==> src/rtl/decoder_glue_pkg.sv <==
// Shared constants and types for the RV32I decoder glue.
// Holds the opcode values, the immediate-format / ALU-class / write-back
// encodings and the packed control bundle that the decode case fills in.
package decoder_glue_pkg;

   localparam logic [6:0] OP_R      = 7'b0110011;
   localparam logic [6:0] OP_IALU   = 7'b0010011;
   localparam logic [6:0] OP_LOAD   = 7'b0000011;
   localparam logic [6:0] OP_STORE  = 7'b0100011;
   localparam logic [6:0] OP_BRANCH = 7'b1100011;
   localparam logic [6:0] OP_JAL    = 7'b1101111;
   localparam logic [6:0] OP_JALR   = 7'b1100111;
   localparam logic [6:0] OP_LUI    = 7'b0110111;
   localparam logic [6:0] OP_AUIPC  = 7'b0010111;

   typedef enum logic [2:0] {
      IMM_I    = 3'd0,
      IMM_S    = 3'd1,
      IMM_B    = 3'd2,
      IMM_U    = 3'd3,
      IMM_J    = 3'd4,
      IMM_NONE = 3'd5
   } imm_src_e;

   typedef enum logic [1:0] {
      ALU_ADD    = 2'b00,
      ALU_BRANCH = 2'b01,
      ALU_FUNCT  = 2'b10,
      ALU_PASS   = 2'b11
   } alu_op_e;

   typedef enum logic [1:0] {
      WB_ALU = 2'd0,
      WB_MEM = 2'd1,
      WB_PC4 = 2'd2
   } wb_sel_e;

   // Field order matches the decode table: regWrite, ALUSrc, MemRead,
   // MemWrite, BranchSig, Jump, ALUOp, wb_sel, ImmSrc.
   typedef struct packed {
      logic     reg_write;
      logic     alu_src;
      logic     mem_read;
      logic     mem_write;
      logic     branch;
      logic     jump;
      alu_op_e  alu_op;
      wb_sel_e  wb_sel;
      imm_src_e imm_src;
   } ctrl_t;

   localparam ctrl_t CTRL_NONE = '{1'b0, 1'b0, 1'b0, 1'b0, 1'b0, 1'b0,
                                   ALU_ADD, WB_ALU, IMM_NONE};

endpackage

==> src/rtl/decoder_glue_if.sv <==
// Decoder bus: instruction word in, register indices, immediate and control
// strobes out. master = instruction source, slave = decoder.
interface decoder_glue_if;
   logic [31:0] instr;
   logic [4:0]  rd;
   logic [4:0]  rs1;
   logic [4:0]  rs2;
   logic [31:0] imm;
   logic        regWrite;
   logic        MemRead;
   logic        MemWrite;
   logic        ALUSrc;
   logic        BranchSig;
   logic        Jump;
   logic        JAL;
   logic        JALR;
   logic        Branch;
   logic [1:0]  ALUOp;
   logic [2:0]  ImmSrc;
   logic [1:0]  wb_sel;
   logic        illegal;
   logic        illegal_seen;

   modport master (
      output instr,
      input  rd, rs1, rs2, imm, regWrite, MemRead, MemWrite, ALUSrc,
             BranchSig, Jump, JAL, JALR, Branch, ALUOp, ImmSrc, wb_sel,
             illegal, illegal_seen
   );

   modport slave (
      input  instr,
      output rd, rs1, rs2, imm, regWrite, MemRead, MemWrite, ALUSrc,
             BranchSig, Jump, JAL, JALR, Branch, ALUOp, ImmSrc, wb_sel,
             illegal, illegal_seen
   );
endinterface

==> src/rtl/decoder_glue_imm_gen.sv <==
// Immediate generator (imm_gen): forms the 32-bit immediate for the selected
// RV32I format.
//   instr   : instruction bits [31:7] (the opcode never contributes)
//   imm_src : immediate format select
//   imm     : formed immediate, 0 for IMM_NONE and any unused code
module decoder_glue_imm_gen
   import decoder_glue_pkg::*;
(
   input  logic [31:7] instr,
   input  imm_src_e    imm_src,
   output logic [31:0] imm
);

   always_comb begin
      imm = 32'd0;
      case (imm_src)
         IMM_I: imm = {{20{instr[31]}}, instr[31:20]};
         IMM_S: imm = {{20{instr[31]}}, instr[31:25], instr[11:7]};
         IMM_B: imm = {{19{instr[31]}}, instr[31], instr[7],
                       instr[30:25], instr[11:8], 1'b0};
         IMM_U: imm = {instr[31:12], 12'd0};
         IMM_J: imm = {{11{instr[31]}}, instr[31], instr[19:12],
                       instr[20], instr[30:21], 1'b0};
         default: imm = 32'd0;
      endcase
   end

endmodule

==> src/rtl/decoder_glue.sv <==
// RV32I decode glue: slices register fields, decodes the opcode into control
// strobes, forms the immediate and keeps a sticky illegal-opcode flag.
//   clk : rising-edge clock (only the sticky flag is clocked)
//   rst : asynchronous active-high reset, clears illegal_seen only
//   bus : decoder_glue_if.slave, instr in, everything else out
module decoder_glue
   import decoder_glue_pkg::*;
(
   input logic          clk,
   input logic          rst,
   decoder_glue_if.slave bus
);

   ctrl_t      ctrl;
   logic       illegal;
   logic       illegal_seen_q;
   logic [6:0] opcode;

   assign opcode  = bus.instr[6:0];

   assign bus.rd  = bus.instr[11:7];
   assign bus.rs1 = bus.instr[19:15];
   assign bus.rs2 = bus.instr[24:20];

   // funct3/funct7 are deliberately ignored: ALU-level decode is downstream.
   always_comb begin
      ctrl    = CTRL_NONE;
      illegal = 1'b0;
      case (opcode)
         OP_R:      ctrl = '{1'b1, 1'b0, 1'b0, 1'b0, 1'b0, 1'b0, ALU_FUNCT,  WB_ALU, IMM_NONE};
         OP_IALU:   ctrl = '{1'b1, 1'b1, 1'b0, 1'b0, 1'b0, 1'b0, ALU_FUNCT,  WB_ALU, IMM_I};
         OP_LOAD:   ctrl = '{1'b1, 1'b1, 1'b1, 1'b0, 1'b0, 1'b0, ALU_ADD,    WB_MEM, IMM_I};
         OP_STORE:  ctrl = '{1'b0, 1'b1, 1'b0, 1'b1, 1'b0, 1'b0, ALU_ADD,    WB_ALU, IMM_S};
         OP_BRANCH: ctrl = '{1'b0, 1'b0, 1'b0, 1'b0, 1'b1, 1'b0, ALU_BRANCH, WB_ALU, IMM_B};
         OP_JAL:    ctrl = '{1'b1, 1'b1, 1'b0, 1'b0, 1'b0, 1'b1, ALU_ADD,    WB_PC4, IMM_J};
         OP_JALR:   ctrl = '{1'b1, 1'b1, 1'b0, 1'b0, 1'b0, 1'b1, ALU_ADD,    WB_PC4, IMM_I};
         OP_LUI:    ctrl = '{1'b1, 1'b1, 1'b0, 1'b0, 1'b0, 1'b0, ALU_PASS,   WB_ALU, IMM_U};
         OP_AUIPC:  ctrl = '{1'b1, 1'b1, 1'b0, 1'b0, 1'b0, 1'b0, ALU_ADD,    WB_ALU, IMM_U};
         default: begin
            ctrl    = CTRL_NONE;
            illegal = 1'b1;
         end
      endcase
   end

   assign bus.regWrite  = ctrl.reg_write;
   assign bus.ALUSrc    = ctrl.alu_src;
   assign bus.MemRead   = ctrl.mem_read;
   assign bus.MemWrite  = ctrl.mem_write;
   assign bus.BranchSig = ctrl.branch;
   assign bus.Branch    = ctrl.branch;
   assign bus.Jump      = ctrl.jump;
   assign bus.JAL       = (opcode == OP_JAL);
   assign bus.JALR      = (opcode == OP_JALR);
   assign bus.ALUOp     = ctrl.alu_op;
   assign bus.wb_sel    = ctrl.wb_sel;
   assign bus.ImmSrc    = ctrl.imm_src;
   assign bus.illegal   = illegal;

   decoder_glue_imm_gen u_imm_gen (
      .instr   (bus.instr[31:7]),
      .imm_src (ctrl.imm_src),
      .imm     (bus.imm)
   );

   // Sticky: once an illegal opcode is seen on an edge it stays until reset.
   always_ff @(posedge clk or posedge rst) begin
      if (rst) begin
         illegal_seen_q <= 1'b0;
      end else if (illegal) begin
         illegal_seen_q <= 1'b1;
      end
   end

   assign bus.illegal_seen = illegal_seen_q;

endmodule

==> src/flat_wrapper.sv <==
// flat-port wrapper written by rule: the top's interface ports become plain ports
module decoder_glue_flat import decoder_glue_pkg::*;
  (clk, rst, bus_instr, bus_rd, bus_rs1, bus_rs2, bus_imm, bus_regWrite, bus_MemRead, bus_MemWrite, bus_ALUSrc, bus_BranchSig, bus_Jump, bus_JAL, bus_JALR, bus_Branch, bus_ALUOp, bus_ImmSrc, bus_wb_sel, bus_illegal, bus_illegal_seen);
  decoder_glue_if bus_i ();
  input logic clk;
  input logic rst;
  input wire logic [$bits(bus_i.instr)-1:0] bus_instr;
  output wire logic [$bits(bus_i.rd)-1:0] bus_rd;
  output wire logic [$bits(bus_i.rs1)-1:0] bus_rs1;
  output wire logic [$bits(bus_i.rs2)-1:0] bus_rs2;
  output wire logic [$bits(bus_i.imm)-1:0] bus_imm;
  output wire logic [$bits(bus_i.regWrite)-1:0] bus_regWrite;
  output wire logic [$bits(bus_i.MemRead)-1:0] bus_MemRead;
  output wire logic [$bits(bus_i.MemWrite)-1:0] bus_MemWrite;
  output wire logic [$bits(bus_i.ALUSrc)-1:0] bus_ALUSrc;
  output wire logic [$bits(bus_i.BranchSig)-1:0] bus_BranchSig;
  output wire logic [$bits(bus_i.Jump)-1:0] bus_Jump;
  output wire logic [$bits(bus_i.JAL)-1:0] bus_JAL;
  output wire logic [$bits(bus_i.JALR)-1:0] bus_JALR;
  output wire logic [$bits(bus_i.Branch)-1:0] bus_Branch;
  output wire logic [$bits(bus_i.ALUOp)-1:0] bus_ALUOp;
  output wire logic [$bits(bus_i.ImmSrc)-1:0] bus_ImmSrc;
  output wire logic [$bits(bus_i.wb_sel)-1:0] bus_wb_sel;
  output wire logic [$bits(bus_i.illegal)-1:0] bus_illegal;
  output wire logic [$bits(bus_i.illegal_seen)-1:0] bus_illegal_seen;
  assign bus_i.instr = bus_instr;
  assign bus_rd = bus_i.rd;
  assign bus_rs1 = bus_i.rs1;
  assign bus_rs2 = bus_i.rs2;
  assign bus_imm = bus_i.imm;
  assign bus_regWrite = bus_i.regWrite;
  assign bus_MemRead = bus_i.MemRead;
  assign bus_MemWrite = bus_i.MemWrite;
  assign bus_ALUSrc = bus_i.ALUSrc;
  assign bus_BranchSig = bus_i.BranchSig;
  assign bus_Jump = bus_i.Jump;
  assign bus_JAL = bus_i.JAL;
  assign bus_JALR = bus_i.JALR;
  assign bus_Branch = bus_i.Branch;
  assign bus_ALUOp = bus_i.ALUOp;
  assign bus_ImmSrc = bus_i.ImmSrc;
  assign bus_wb_sel = bus_i.wb_sel;
  assign bus_illegal = bus_i.illegal;
  assign bus_illegal_seen = bus_i.illegal_seen;
  decoder_glue u_core (.clk(clk), .rst(rst), .bus(bus_i));
endmodule
==> config.mk <==
export PLATFORM = sky130hd
export DESIGN_NAME = decoder_glue_flat
export DESIGN_NICKNAME = d
export VERILOG_FILES = /design/src/rtl/decoder_glue_pkg.sv /design/src/rtl/decoder_glue_if.sv /design/src/rtl/decoder_glue_imm_gen.sv /design/src/rtl/decoder_glue.sv /design/src/flat_wrapper.sv
export SDC_FILE = /design/constraint.sdc
export NUM_CORES = 1
export LEC_CHECK = 0
export CAP_MARGIN = 10
export CORE_MARGIN = 3
export CORE_UTILIZATION = 30
export CTS_CLUSTER_DIAMETER = 100
export DETAILED_ROUTE_END_ITERATION = 12
export PLACE_DENSITY_LB_ADDON = 0.2
export SYNTH_ARGS = -nofsm -noshare
export SYNTH_HDL_FRONTEND = slang
export SYNTH_SLANG_ARGS = --single-unit
==> constraint.sdc <==
create_clock -name clk -period 7.65 [get_ports clk]
set_clock_uncertainty 0.05 [all_clocks]
set_input_delay 2.295 -clock clk [delete_from_list [all_inputs] [get_ports clk]]
set_output_delay 2.295 -clock clk [all_outputs]
set_load 0.01 [all_outputs]
==> results of run 1 <==
==> per-stage QoR <==
step	hold slack, ns	worst slack, ns	cells	power [uW]
after floorplan	0.4634	1.840	138	32.92
after global placement	0.4114	0.5015	239	65.42
after detailed placement	0.4195	0.3727	239	66.82
after CTS	0.4231	0.3714	239	66.93
after global routing	0.4612	0.02840	239	71.46
final	0.4214	0.3249	239	66.78
==> synthesized netlist by cell type (all sizes together) <==
cell     number
a2111oi       1
a211o         1
a21oi        11
a221oi        1
a22o          4
a32o          1
and2          2
and3          1
and3b         1
and4b         2
buf          22
clkbuf        6
dfrtp         1
inv          26
mux2i         1
nand2         3
nand2b        1
nand3         2
nand3b        2
nand4b        1
nor2          6
nor2b         1
nor3          3
nor3b         1
nor4          1
nor4b         2
o211ai        9
o21a          1
o21ai        17
o21bai        1
o221ai        1
o22ai         1
o311ai        2
or3           1
or4           1
==> power groups by stage <==
stage / clock [uW] / sequential, uW / combinational [uW]
2_1_floorplan: 0 / 5.39 / 27.5
3_3_place_gp: 0 / 5.39 / 60.0
3_5_place_dp: 0 / 5.39 / 61.4
4_1_cts: 0 / 5.39 / 61.5
5_1_grt: 0 / 5.39 / 66.1
6_report: 0 / 5.39 / 61.4
==> layer usage <==
metal / GRT usage (%) / routed length [um]
met1: 23.00 / 1400
met2: 34.79 / 1709
met3: 2.397 / 349
met4: 0.9494 / 0
met5: 0 / 0
==> path summary, 6_finish.rpt <==
check | from | slack, ns | end
min in group asynchronous | rst | 2.39 | u_core.bus.illegal_seen
setup reg to reg | u_core.bus.illegal_seen | 6.96 | u_core.bus.illegal_seen
setup / recovery | bus_instr[4] | 0.32 | bus_imm[23]
max in group asynchronous | rst | 5.06 | u_core.bus.illegal_seen
hold reg to reg | u_core.bus.illegal_seen | 0.42 | u_core.bus.illegal_seen
hold / removal | u_core.bus.illegal_seen | 0.42 | u_core.bus.illegal_seen
==> layout make-up <==
| type | instances | share of cell area (%) |
|---|---|---|
| multi-input cells | 83 | 32.60 |
| repair buffers | 99 | 58.00 |
| well taps | 30 | 2.203 |
| flip-flops and latches | 1 | 1.468 |
| inverters | 26 | 5.727 |
==> kinds of logic after synthesis <==
logic type | after synthesis | synth area share (%)
flip-flops | 1 | 2.902
multiplexers | 1 | 1.161
AND/OR/NAND/NOR | 31 | 24.97
buffers and inverters | 54 | 32.65
AO/OA/AOI/OAI | 51 | 38.32
==> worst max-delay path: stages <==
cell             delay [ns]
clkdlybuf4s50_1        0.70
and4b_1                0.29
o311ai_1               0.92
o21ai_0                0.24
clkdlybuf4s50_1        0.54
==> flow_summary.yaml, run 1 <==
drt:
  viasPerCell: 5.247
  drc: 0
  vias: 1254
  routed_wl_mm: 3.459
  first_pass_iters: 4
  wl_per_cell_um: 14.47
  drt-initial-drc-count: 48
  ant_nets: 0
global_routing:
  antenna_found_initial: 0
  grt_overflow_total: 0
  gr-usage-all-layers_pct: 18.42
  first_global_vias: 1170
  grt_pass1_wl_mm: 5.306
  grt_max_degree: 17
floorplanning:
  die_h_um: 59.61
  rows: 18
  ios: 99
  start_util_pct: 33.00
  dieArea_um2: 3553
  fp.coreArea_um2: 2613
  fp.dieW_um: 59.61
clocking:
  cts_resized: 0
  path_clk_slew_ns: 0
  hold_buffers: 0
  clk_latency_ns: 0
  post-cts-setup-buffers: 0
timing:
  relSlewSlack_pct: 28.21
  fin_tns_setup_ns: 0
  maxSlewViolCount: 0
  hold_viol: 0
  fin_crit_sh_pct: 95.75
  max_freq_mhz: 136.5
  fin_crit_ns: 7.325
  setup_violations: 0
  worst_pin_slew_ns: 1.060
  grt_setup_unrepaired: "no"
hold_path:
  hold_class: "flip-flop to flip-flop"
  min_path_cells: 1
cells_and_area:
  drive_above_1_share_pct: 2.871
  n_antenna_cell: 0
  largest_register_ffs: 1
  n_fill_cell: 260
  multiInputGateArea_um2: 555.5
  final_cell_mix: "clkdlybuf4s50_1 (98), inv_1 (26), a21oi_1 (11), o21ai_1 (9), o211ai_1 (9)"
  layout_commonest_cell: "clkdlybuf4s50_1"
  nNetsFinal: 245
  fin_util_pct: 65.23
  postLayoutCellArea_um2: 1704
  area_growth_pct: 97.68
  regArea_um2: 25.02
logic_synthesis:
  synth_area_per_cell_um2: 6.247
  synth_top_cell_area_share_pct: 15.67
  syn_area_um2: 862.1
  ys_warn_count: 0
  syn_inst: 138
  synth-seq-cells: 1
  synth_nets: 172
  synthTopCellsByArea: "buf_4 (16%), inv_1 (11%), o211ai_1 (7.8%)"
  yosysUniqueCellTypes: 43
  yosys.area.top_type: "buf_4"
  ys_seq_area_share_pct: 2.903
worst_setup_path:
  arrival_ns: 4.98
  r2r_cells: 1
  crit_fanout: 14
  setup.worst_path.end_class: "output pin"
  path_class: "input port to output pin"
  cp_data_required_time_ns: 5.31
  start_kind: "input port"
power:
  seqPwrFrac_pct: 8.1
  clock_power_share_pct: 0
  comb_power_share_pct: 91.9
  internal_power_uw: 40.93
  ir_drop_uv: 30.57
  p_per_area_nw_per_um2: 39.19
  p_switching_uw: 25.85
  switching_share_pct: 38.71
  power_leakage_uw: 0.0007040
run_status:
  status: "complete, no violations"
placement:
  gp_congestion: 0.9029
  io_buffers: 98
  place_area_um2: 1704
  dp_hpwl_mm: 2.924
flow_run:
  cap_violations: 0
No activity file was read; power rests on OpenSTA's default activity.
==> run 2, diff against run 1 <==
--- a/config.mk
+++ b/config.mk
@@ -5,7 +5,7 @@
 export SDC_FILE = /design/constraint.sdc
 export NUM_CORES = 1
 export LEC_CHECK = 0
-export CAP_MARGIN = 10
+export CAP_MARGIN = 20
 export CORE_MARGIN = 3
 export CORE_UTILIZATION = 30
 export CTS_CLUSTER_DIAMETER = 100
==> run 2 against run 1 <==
- utilization is 0.19 points higher
- setup slack better by 0.38 ns
- register-to-register slack barely moved
- largest power group unchanged
- critical path type unchanged
- critical path depth did not move
- global-route usage did not move
- final cell count is 0.42% higher
- largest cell class unchanged
==> flow_summary.yaml, run 2 (same netlist as run 1, synthesis figures left out) <==
run_status:
  status: "complete, no violations"
worst_setup_path:
  start_kind: "input port"
  crit_fanout: 13
  cp_num_buf_inv: 3
  crit_slowest_cell: "clkdlybuf4s50_1"
  cp_top_family: "buffers and inverters"
  path_class: "input port to output pin"
  cp_data_required_time_ns: 5.31
  setup.worst_path.end_class: "output pin"
  r2r_cells: 1
  cp-startpoint: "bus_instr[2]"
  reg2reg_slack_ns: 6.96
  crit_path_frequent_cell: "clkdlybuf4s50_1"
  r2r-end: "u_core.bus.illegal_seen"
  r2r-start: "u_core.bus.illegal_seen"
  cp_slowest_stage_delay_ns: 0.73
  arrival_ns: 4.60
  path_cells: "clkdlybuf4s50_1, inv_1, or4_4, o21ai_0, clkdlybuf4s50_1"
cells_and_area:
  area_growth_pct: 98.26
  final_cells: 240
  nNetsFinal: 246
  final_cell_mix: "clkdlybuf4s50_1 (98), inv_1 (26), a21oi_1 (11), o21ai_1 (9), o211ai_1 (9)"
  n_fill_cell: 261
  largest_register_ffs: 1
  layout_commonest_cell: "clkdlybuf4s50_1"
  fin_util_pct: 65.42
  drive_above_1_share_pct: 3.333
  n_antenna_cell: 0
timing:
  hold_viol: 0
  fin_tns_setup_ns: 0
  worst_pin_slew_ns: 0.5558
  whs_ns: 0.4214
  fin_crit_ns: 6.950
  relSlewSlack_pct: 62.60
  maxSlewViolCount: 0
  grt_setup_unrepaired: "no"
  setup_violations: 0
  fin_crit_sh_pct: 90.85
  max_freq_mhz: 143.9
power:
  p_per_area_nw_per_um2: 39.12
  finalPower_uw: 66.86
  comb_power_share_pct: 91.9
  power_leakage_uw: 0.0007063
  ir_drop_uv: 30.55
  seqPwrFrac_pct: 8.1
  p_switching_uw: 25.88
  internal_power_uw: 40.98
  clock_power_share_pct: 0
  switching_share_pct: 38.71
floorplanning:
  ios: 99
  rows: 18
  start_util_pct: 33.00
  fp.coreArea_um2: 2613
  fp.dieW_um: 59.61
  die_h_um: 59.61
  dieArea_um2: 3553
drt:
  wl_per_cell_um: 14.37
  first_pass_iters: 4
  viasPerCell: 5.200
  vias: 1248
  ant_nets: 0
  routed_wl_mm: 3.449
  drt-initial-drc-count: 35
  drc: 0
hold_path:
  holdPathEnd: "u_core.bus.illegal_seen"
  hp-start: "u_core.bus.illegal_seen"
  hold_class: "flip-flop to flip-flop"
  min_path_cells: 1
clocking:
  clk_latency_ns: 0
  cts_resized: 0
  post-cts-setup-buffers: 0
  hold_buffers: 0
  path_clk_slew_ns: 0
global_routing:
  grt_overflow_total: 0
  grt_max_degree: 17
  gr-usage-all-layers_pct: 18.42
  grt_pass1_wl_mm: 5.306
  antenna_found_initial: 0
  first_global_vias: 1170
placement:
  placed_cells: 239
  gp_congestion: 0.9029
  dp_hpwl_mm: 2.924
  io_buffers: 98
flow_run:
  cap_violations: 0
-- run 2: changes by cell type in the layout (fill, tap and decap cells not counted), sizes merged --
cell / previous run / this run
buf: 1 / 2
-- run 2: cell type report --
cell class                      instances  area [um2]  share of cell area (%)
Timing Repair Buffer                  100       993.5                   58.13
Multi-Input combinational cell         83       555.5                   32.50
Inverter                               26       97.59                   5.710
Tap cell                               30       37.54                   2.196
Sequential cell                         1       25.02                   1.464
-- run 2: how the worst max path moves through the flow --
stage,endpoint,slack (ns),cells after the start
after floorplan,bus_wb_sel[0],1.84,4
after global placement,bus_imm[22],0.50,5
after detailed placement,bus_imm[23],0.37,5
after CTS,bus_imm[23],0.37,5
after global routing,bus_imm[11],0.53,5
final,bus_imm[23],0.70,5
-- run 2: layer usage --
| metal | GRT usage, % | share of wire, % |
|---|---|---|
| met5 | 0 | 0 |
| met4 | 0.9494 | 0 |
| met3 | 2.397 | 10 |
| met2 | 34.79 | 49 |
| met1 | 23.00 | 40 |
-- run 2: power groups by stage --
stage | sequential [uW] | combinational, uW | clock [uW]
2_1_floorplan | 5.39 | 27.5 | 0
3_3_place_gp | 5.39 | 60.0 | 0
3_5_place_dp | 5.39 | 61.4 | 0
4_1_cts | 5.39 | 61.5 | 0
5_1_grt | 5.39 | 66.1 | 0
6_report | 5.39 | 61.5 | 0
-- run 2: stage by stage --
| stage | worst slack, ns | cell area (um2) |
|---|---|---|
| finish | 0.7000 | 1709 |
| global route | 0.5312 | 1709 |
| CTS | 0.3714 | 1704 |
| detailed placement | 0.3727 | 1704 |
| global placement | 0.5015 | 1704 |
| floorplan | 1.840 | 862.1 |
